===== src/rtl/pc_fetch_pkg.sv =====
// Shared types and constants for the PC fetch controller.
// The optional redirect/drop statistics are enabled by PC_FETCH_REDIRECT_STATS_EN.
package pc_fetch_pkg;
  typedef enum logic [1:0] {
    S_REQ  = 2'd0,
    S_WAIT = 2'd1,
    S_HOLD = 2'd2
  } fetch_state_t;

  localparam int unsigned PC_INCR = 4;
  localparam logic [31:0] DEFAULT_RESET_PC = 32'h0000_0000;
endpackage


===== src/rtl/pc_next_sel.sv =====
// Next-PC priority select: jump > branch (pcsrc) > sequential increment > hold.
module pc_next_sel import pc_fetch_pkg::*; #(
  parameter int PC_W = 32
) (
  input  logic            jump,
  input  logic [PC_W-1:0] jump_target,
  input  logic            pcsrc,
  input  logic [PC_W-1:0] branch_target,
  input  logic            inc_en,
  input  logic [PC_W-1:0] inc_base,
  input  logic [PC_W-1:0] cur_pc,
  output logic [PC_W-1:0] next_pc,
  output logic            redirect
);
  always_comb begin
    redirect = jump | pcsrc;
    if (jump) begin
      next_pc = jump_target;
    end else if (pcsrc) begin
      next_pc = branch_target;
    end else if (inc_en) begin
      // Wraps silently at 2^PC_W.
      next_pc = inc_base + PC_W'(PC_INCR);
    end else begin
      next_pc = cur_pc;
    end
  end
endmodule


===== src/rtl/pc_fetch_ctrl.sv =====
// Program-counter owner and single-outstanding instruction fetch controller.
// Optional saturating redirect/drop counters are enabled by PC_FETCH_REDIRECT_STATS_EN.
module pc_fetch_ctrl import pc_fetch_pkg::*; #(
  parameter int              PC_W     = 32,
  parameter int              INSTR_W  = 32,
  parameter logic [PC_W-1:0] RESET_PC = PC_W'(DEFAULT_RESET_PC)
) (
  input  logic               clk,
  input  logic               reset,
  input  logic               pcsrc,
  input  logic [PC_W-1:0]    branch_target,
  input  logic               jump,
  input  logic [PC_W-1:0]    jump_target,
  input  logic               stall,
  output logic               imem_req_valid,
  input  logic               imem_req_ready,
  output logic [PC_W-1:0]    imem_addr,
  input  logic               imem_rsp_valid,
  input  logic [INSTR_W-1:0] imem_rsp_data,
  output logic               instr_valid,
  output logic [INSTR_W-1:0] instr,
  output logic [PC_W-1:0]    instr_pc,
  output logic               flush_out,
  output fetch_state_t       state_dbg
`ifdef PC_FETCH_REDIRECT_STATS_EN
  ,
  output logic [15:0]        redirect_count,
  output logic [15:0]        dropped_count
`endif
);
  // Handshakes: a request transfers on imem_req_valid && imem_req_ready;
  // a response is a single-cycle imem_rsp_valid pulse, honoured only in S_WAIT;
  // decode consumes instr in a cycle with instr_valid && !stall.

  fetch_state_t    state, state_n;
  logic [PC_W-1:0] pc, fetch_pc, next_pc;
  logic            drop, redirect, hs, rsp_w, accept;

  assign hs     = imem_req_valid & imem_req_ready;
  assign rsp_w  = (state == S_WAIT) & imem_rsp_valid;
  assign accept = rsp_w & ~drop & ~redirect;

  pc_next_sel #(.PC_W(PC_W)) u_next_sel (
    .jump          (jump),
    .jump_target   (jump_target),
    .pcsrc         (pcsrc),
    .branch_target (branch_target),
    .inc_en        (accept),
    .inc_base      (fetch_pc),
    .cur_pc        (pc),
    .next_pc       (next_pc),
    .redirect      (redirect)
  );

  always_ff @(posedge clk) begin
    if (reset) state <= S_REQ;
    else       state <= state_n;
  end

  always_comb begin
    state_n = state;
    case (state)
      S_REQ:   if (hs) state_n = S_WAIT;
      S_WAIT:  if (imem_rsp_valid) state_n = (accept && stall) ? S_HOLD : S_REQ;
      S_HOLD:  if (redirect || !stall) state_n = S_REQ;
      default: state_n = S_REQ;
    endcase
  end

  // No request is shown while reset is held, so the first one appears the cycle after release.
  always_comb begin
    imem_req_valid = ~reset & (state == S_REQ);
    imem_addr      = pc;
    state_dbg      = state;
  end

  always_ff @(posedge clk) begin
    if (reset) begin
      pc          <= RESET_PC;
      fetch_pc    <= RESET_PC;
      drop        <= 1'b0;
      instr_valid <= 1'b0;
      instr       <= '0;
      instr_pc    <= '0;
      flush_out   <= 1'b0;
    end else begin
      pc        <= next_pc;
      flush_out <= redirect;
      if (hs) fetch_pc <= pc;
      // A redirect while a fetch is in flight marks its response as wrong-path.
      if (rsp_w)                                     drop <= 1'b0;
      else if (redirect && (hs || state == S_WAIT)) drop <= 1'b1;
      if (accept) begin
        instr       <= imem_rsp_data;
        instr_pc    <= fetch_pc;
        instr_valid <= 1'b1;
      end else if (state == S_HOLD && redirect) begin
        instr_valid <= 1'b0;
      end else if (instr_valid && !stall) begin
        instr_valid <= 1'b0;
      end
    end
  end

`ifdef PC_FETCH_REDIRECT_STATS_EN
  always_ff @(posedge clk) begin
    if (reset) begin
      redirect_count <= '0;
      dropped_count  <= '0;
    end else begin
      if (redirect && redirect_count != 16'hFFFF) redirect_count <= redirect_count + 16'd1;
      if (rsp_w && !accept && dropped_count != 16'hFFFF) dropped_count <= dropped_count + 16'd1;
    end
  end
`endif
endmodule

===== config.mk =====
export PLATFORM = sky130hd
export DESIGN_NAME = pc_fetch_ctrl
export DESIGN_NICKNAME = d
export VERILOG_FILES = /design/src/rtl/pc_fetch_pkg.sv /design/src/rtl/pc_next_sel.sv /design/src/rtl/pc_fetch_ctrl.sv
export SDC_FILE = /design/constraint.sdc
export NUM_CORES = 1
export LEC_CHECK = 0
export ABC_AREA = 1
export CORE_MARGIN = 2
export CORE_UTILIZATION = 46
export CTS_CLUSTER_DIAMETER = 100
export DETAILED_ROUTE_END_ITERATION = 8
export PLACE_DENSITY = 0.81
export REMOVE_ABC_BUFFERS = 1
export SLEW_MARGIN = 20
export SYNTH_ARGS = -nofsm -noshare
export SYNTH_HDL_FRONTEND = slang
export SYNTH_SLANG_ARGS = --single-unit

===== constraint.sdc =====
create_clock -name clk -period 1.91 [get_ports clk]
set_input_delay 0.191 -clock clk [delete_from_list [all_inputs] [get_ports clk]]
set_output_delay 0.191 -clock clk [all_outputs]
set_load 0.01 [all_outputs]

==> results of run 1 <==
## worst min path at each step
stage	slack, ps	startpoint	cells after the start	end
6_report	350	imem_rsp_data[24]	3	instr[24]
3_3_place_gp	470	fetch_pc[1]	2	fetch_pc[1]
5_1_grt	360	imem_rsp_data[9]	3	instr[9]
4_1_cts	340	imem_rsp_data[15]	3	instr[15]
2_1_floorplan	260	reset	1	imem_addr[23]
3_5_place_dp	470	fetch_pc[1]	2	instr_pc[1]
## worst register-to-register path, delay by kind of cell (launching register included)
kind                       cells  cell delay, ps
AOI/OAI and AO/OA              2             190
adders and majority gates      1             180
DFF                            1             360
and+or+nand+nor                7             890
## cells in the mapped netlist, drive strengths merged
| cell type | n | area [um^2] |
|---|---|---|
| nand3 | 32 | 160 |
| nand4 | 5 | 31.3 |
| dfxtp | 133 | 2660 |
| or2 | 5 | 31.3 |
| xor2 | 12 | 105 |
| a211oi | 1 | 7.51 |
| ha | 1 | 12.5 |
| nor3 | 6 | 35.0 |
| a2111oi | 1 | 8.76 |
| a41oi | 1 | 8.76 |
| o21ai | 139 | 696 |
| inv | 51 | 191 |
| o211ai | 7 | 52.6 |
| a21oi | 122 | 611 |
| o211a | 1 | 10.0 |
| clkbuf | 28 | 106 |
| o221ai | 1 | 8.76 |
| buf | 25 | 131 |
| nand2 | 130 | 490 |
| nor2 | 122 | 510 |
| a31oi | 1 | 6.26 |
## flip-flops by register name, summed over array words and instances (netlist names)
| signal | flops |
|---|---|
| state_dbg | 2 |
| instr_valid | 1 |
| flush_out | 1 |
| imem_addr | 32 |
| instr_pc | 32 |
| instr | 32 |
| fetch_pc | 32 |
| drop | 1 |
## stage by stage
step | hold WS (ps) | cell area [um^2]
2_1_floorplan | 260 | 5640
3_3_place_gp | 467 | 8090
3_5_place_dp | 473 | 8090
4_1_cts | 343 | 8610
5_1_grt | 358 | 8620
6_report | 352 | 8620
## cell families (layout without fill, tap and decap cells)
kind of cell	Yosys count	in the layout	share of synthesized area [%]
compound gates	274	274	24.0
xor+xnor	12	12	1.79
fa+ha+maj	1	1	0.213
buf+inv	104	304	7.30
flops	133	133	45.3
simple gates	300	300	21.4
## power breakdown
part	switching, mW	internal, mW
Sequential	0.110	2.91
Clock	1.15	1.77
Combinational	0.440	0.486
Total	1.70	5.16
## layer usage
layer  wire, um  vias up
li1           -     3123
met5          0        -
met1       7880     2813
met2       8670      254
met4        438        0
met3       1760       33
## layout make-up
cell class | instances | area (um^2)
Clock buffer | 25 | 495
Clock inverter | 5 | 25.0
Fill cell | 1082 | 3950
Inverter | 51 | 191
Multi-Input combinational cell | 587 | 2800
Sequential cell | 133 | 2660
Tap cell | 172 | 215
Timing Repair Buffer | 223 | 2230
## timing repair
| action | CTS | global route |
|---|---|---|
| resized for setup | 0 | 2 |
| setup endpoints to repair | 0 | 2 |
| buffers inserted | 0 | 0 |
==> out/qor.txt, run 1 <==
status: finished clean
Final Cycle Share: 94.0%
initial antenna violation count: 0
Final Non-Filler Cells: 1,196
Worst Hold Class: in2reg
cells along the critical path: nor3_2 -> clkdlybuf4s50_1
Core Footprint: 12,600 um^2
Final Power: 6.86 mW
Pre-antenna DRT Iters: 5
CP Launch Type: flop
number of CTS-inserted buffers: 17
maxcap violations: 0
Mapped Area: 5880 um^2
Routed wire per std cell: 15.7 um
met3 track demand over resource: 10.3%
CP required: 1720 ps
P&R area growth vs syn: 46.6%
Distinct cells, synth: 31
CP arrival: 1600 ps
post-detailed-placement half-perimeter wirelength: 13,000 um
number of cells on the worst reg-to-reg path: 10
Worst-Skew Late Latency: 420 ps
slowest stage delay, CP: 590 ps
M1 GR Usage: 33.9%
Final WS setup: 115 ps
DR vias/cell: 5.20
setup_tns: 0 ps
Antenna Cells: 0
# rows: 41
fin crit period: 1790 ps
Worst R2R Start: fetch_pc[2]
CTS HTree Levels: 4
CP startpoint: state_dbg[1]
IO Port Bufs: 203
Final Max Slew Viols: 0
met2 Usage GRT: 45.1%
Worst R2R End: imem_addr[26]
gpl congestion: 0.896
Top Usage Layer GRT: met2
type of destination of the critical path: output port
Max-slew headroom: 61.6%
critical path type: reg2out
Cell Pwr Density: 797 nW/um^2
Die ar.: 13,700 um^2
DRC Markers: 0
Crit-path slowest cell: clkdlybuf4s50_1
largest delay contributor family on the critical path: buffers and inverters
Routed WL: 18,700 um
clock skew: 4.38 ps
endpoints failing setup: 0
CTS Buffer Depth: 2
synthesized flop and latch total: 133
utilization after layout: 68.6%
instance count on the critical path: 2
top achievable clock speed: 557 MHz
pre-CTS WS: 61.5 ps
Placed Cells: 1,166
Vias: 6,223
CTS tree: yes
global-route wire length before repair: 29,500 um
commonest cells after routing, fill and taps aside: clkdlybuf4s50_1, o21ai_0, dfxtp_1
vias in the first global route: 6,032
CTS Hold Bufs: 0
Slew @ Worst Pin: 575 ps
CP endpoint: imem_req_valid
GRT overflow: 0
initial core utilization: 46.8%
Post-Synthesis Cells: 824
sequential share of the synthesized area: 45.3%
Layout Nets: 1,117
Initial DRC Count: 428
antenna viol nets, final: 0
Die Width: 117 um
clock root cell: clkbuf_16
largest net degree at the start of global routing: 97
VDD IR max: 0.497 mV
GRT Total Usage: 27.9%
CP bufs+invs: 1
r2r setup slk: 190 ps
total I/O pin count: 204
CP Max Fanout: 3
Avg Inst Size Synth: 7.13 um^2
LEAKAGE: 3.33 nW
RSZ-0062 raised after global routing: false
clock sink total: 133
Worst-path clk slew: 50 ps
layout cells sized above 1: 6.84%
commonest non-fill, non-tap cell in the layout: clkdlybuf4s50_1
die height: 117 um
synth warn: 0
Fin. Hold Viols: 0
No activity file was read; power rests on OpenSTA's default activity.
==> inputs of run 2 (changes only) <==
Settings changed: CTS_CLUSTER_SIZE set to 16.
==> results of run 2 <==
Final layout, timing and power as in run 1 (identical DEF).
==> variant, RTL diff (config.mk and constraints of run 1) <==
Register the input `branch_target` before use, without a reset. The logic sees it one clock later. The other inputs are not delayed to match.
--- a/src/rtl/pc_fetch_ctrl.sv
+++ b/src/rtl/pc_fetch_ctrl.sv
@@ -28,6 +28,12 @@
   output logic [15:0]        dropped_count
 `endif
 );
+
+  logic [PC_W-1:0] branch_target_q;
+
+  always_ff @(posedge clk) begin
+    branch_target_q <= branch_target;
+  end
   // Handshakes: a request transfers on imem_req_valid && imem_req_ready;
   // a response is a single-cycle imem_rsp_valid pulse, honoured only in S_WAIT;
   // decode consumes instr in a cycle with instr_valid && !stall.
@@ -44,7 +50,7 @@
     .jump          (jump),
     .jump_target   (jump_target),
     .pcsrc         (pcsrc),
-    .branch_target (branch_target),
+    .branch_target (branch_target_q),
     .inc_en        (accept),
     .inc_base      (fetch_pc),
     .cur_pc        (pc),
Check against the original RTL: not equivalent (Yosys sat finds a counterexample within 4 cycles, from zero or initial values and one cycle with reset high).
==> variant against run 1 <==
- synthesized area is 12% higher
- routed wire length increased by 3.4%
- sequential cell count increased by 32
- final area grew 9.1%
- clock power up 26%
- power is 22% higher
- sequential power increased by 24%
- critical path depth stayed put
- setup slack better by 0.015 ns
- fmax up 0.83%
- sequential share of layout area up 4.2 points
- critical endpoint unchanged
- largest power group unchanged
- highest routed layer unchanged
==> variant: results <==
export IMPL_first_pass_iters=5
export IMPL_grt_pass1_wl_um=30600
export IMPL_hold_ws_ns=0.1991
export IMPL_synth_compound_area_share_pct=22.49
export IMPL_wl_um=19380
export IMPL_grt_met1_usage_pct=31.57
export IMPL_netlist_instances=854
export IMPL_hold_end="branch_target_q[24]$_DFF_P_"
export IMPL_cts_root_buffer_cell="clkbuf_16"
export IMPL_vias_per_cell=5.184
export IMPL_synthTopCellsByArea="dfxtp_1, o21ai_0, a21oi_1, nand2_1, nor2_1"
export IMPL_rr_startpoint="fetch_pc[3]$_SDFFE_PP0P_"
export IMPL_crit_fanout=5
export IMPL_worstHoldStart="branch_target[24]"
export IMPL_arrival_ns=1.59
export IMPL_met1_length_um=8123
export IMPL_internal_power_uw=6391
export IMPL_cp_startpoint="state_dbg[0]$_SDFFE_PP0P_"
export IMPL_drt_iter0_markers=545
export IMPL_use_met2_pct=42.75
export IMPL_synthAdderAreaFrac_pct=0.1906
export IMPL_clk_pin_slew_ns=0.06
export IMPL_run_status="complete, no violations"
export IMPL_synth_commonest_cells="dfxtp_1, nand2_1, o21ai_0"
export IMPL_ys_seq_area_share_pct=50.31
export IMPL_crit_end="imem_req_valid"
export IMPL_wl_met2_um=9118
export IMPL_nNetsFinal=1144
export IMPL_cp_slowest_stage_delay_ns=0.57
export IMPL_place_hpwl_um=13310
export IMPL_grt_pass1_vias=6156
export IMPL_fin_skew_ns=0.01250
export IMPL_whs_path_depth=1
export IMPL_via_count=6392
export IMPL_rr_endpoint="imem_addr[28]$_SDFFE_PP0P_"
export IMPL_ys_flop_type="dfxtp_1"
export IMPL_clock_path_buffers=2
export IMPL_place_gp_congestion=0.8819
export IMPL_nFillCells=1195
export IMPL_irDropWorstVdd_v=0.0006704
export IMPL_htreeDepth=4
export IMPL_worst_pin_slew_ns=0.5437
export IMPL_gr_usage_met3_pct=9.179
[variant: power groups by stage]
stage / logic (uW) / clock network [uW] / registers [uW]
floorplan: 347 / 0 / 3810
global placement: 910 / 0 / 3800
detailed placement: 924 / 0 / 3810
CTS: 932 / 3740 / 3730
global route: 1020 / 3900 / 3750
finish: 936 / 3690 / 3730
[variant: layout make-up]
| class | instances | area share (%) |
|---|---|---|
| clock inverter | 12 | 1.876 |
| inverter | 48 | 1.969 |
| sequential | 165 | 35.13 |
| multi-input combinational | 590 | 30.19 |
| timing repair buffer | 218 | 23.47 |
| tap | 180 | 2.395 |
| clock buffer | 20 | 4.963 |
[variant: metrics by stage]
stage / utilization (%) / setup slack (ns) / TNS [ns]
6_report: 67.48 / 0.1299 / 0
3_5_place_dp: 62.83 / 0.07912 / 0
2_1_floorplan: - / -0.2366 / -12.87
3_3_place_gp: 62.83 / 0.1265 / 0
5_1_grt: 67.48 / 0.06225 / 0
4_1_cts: 67.44 / 0.02948 / 0
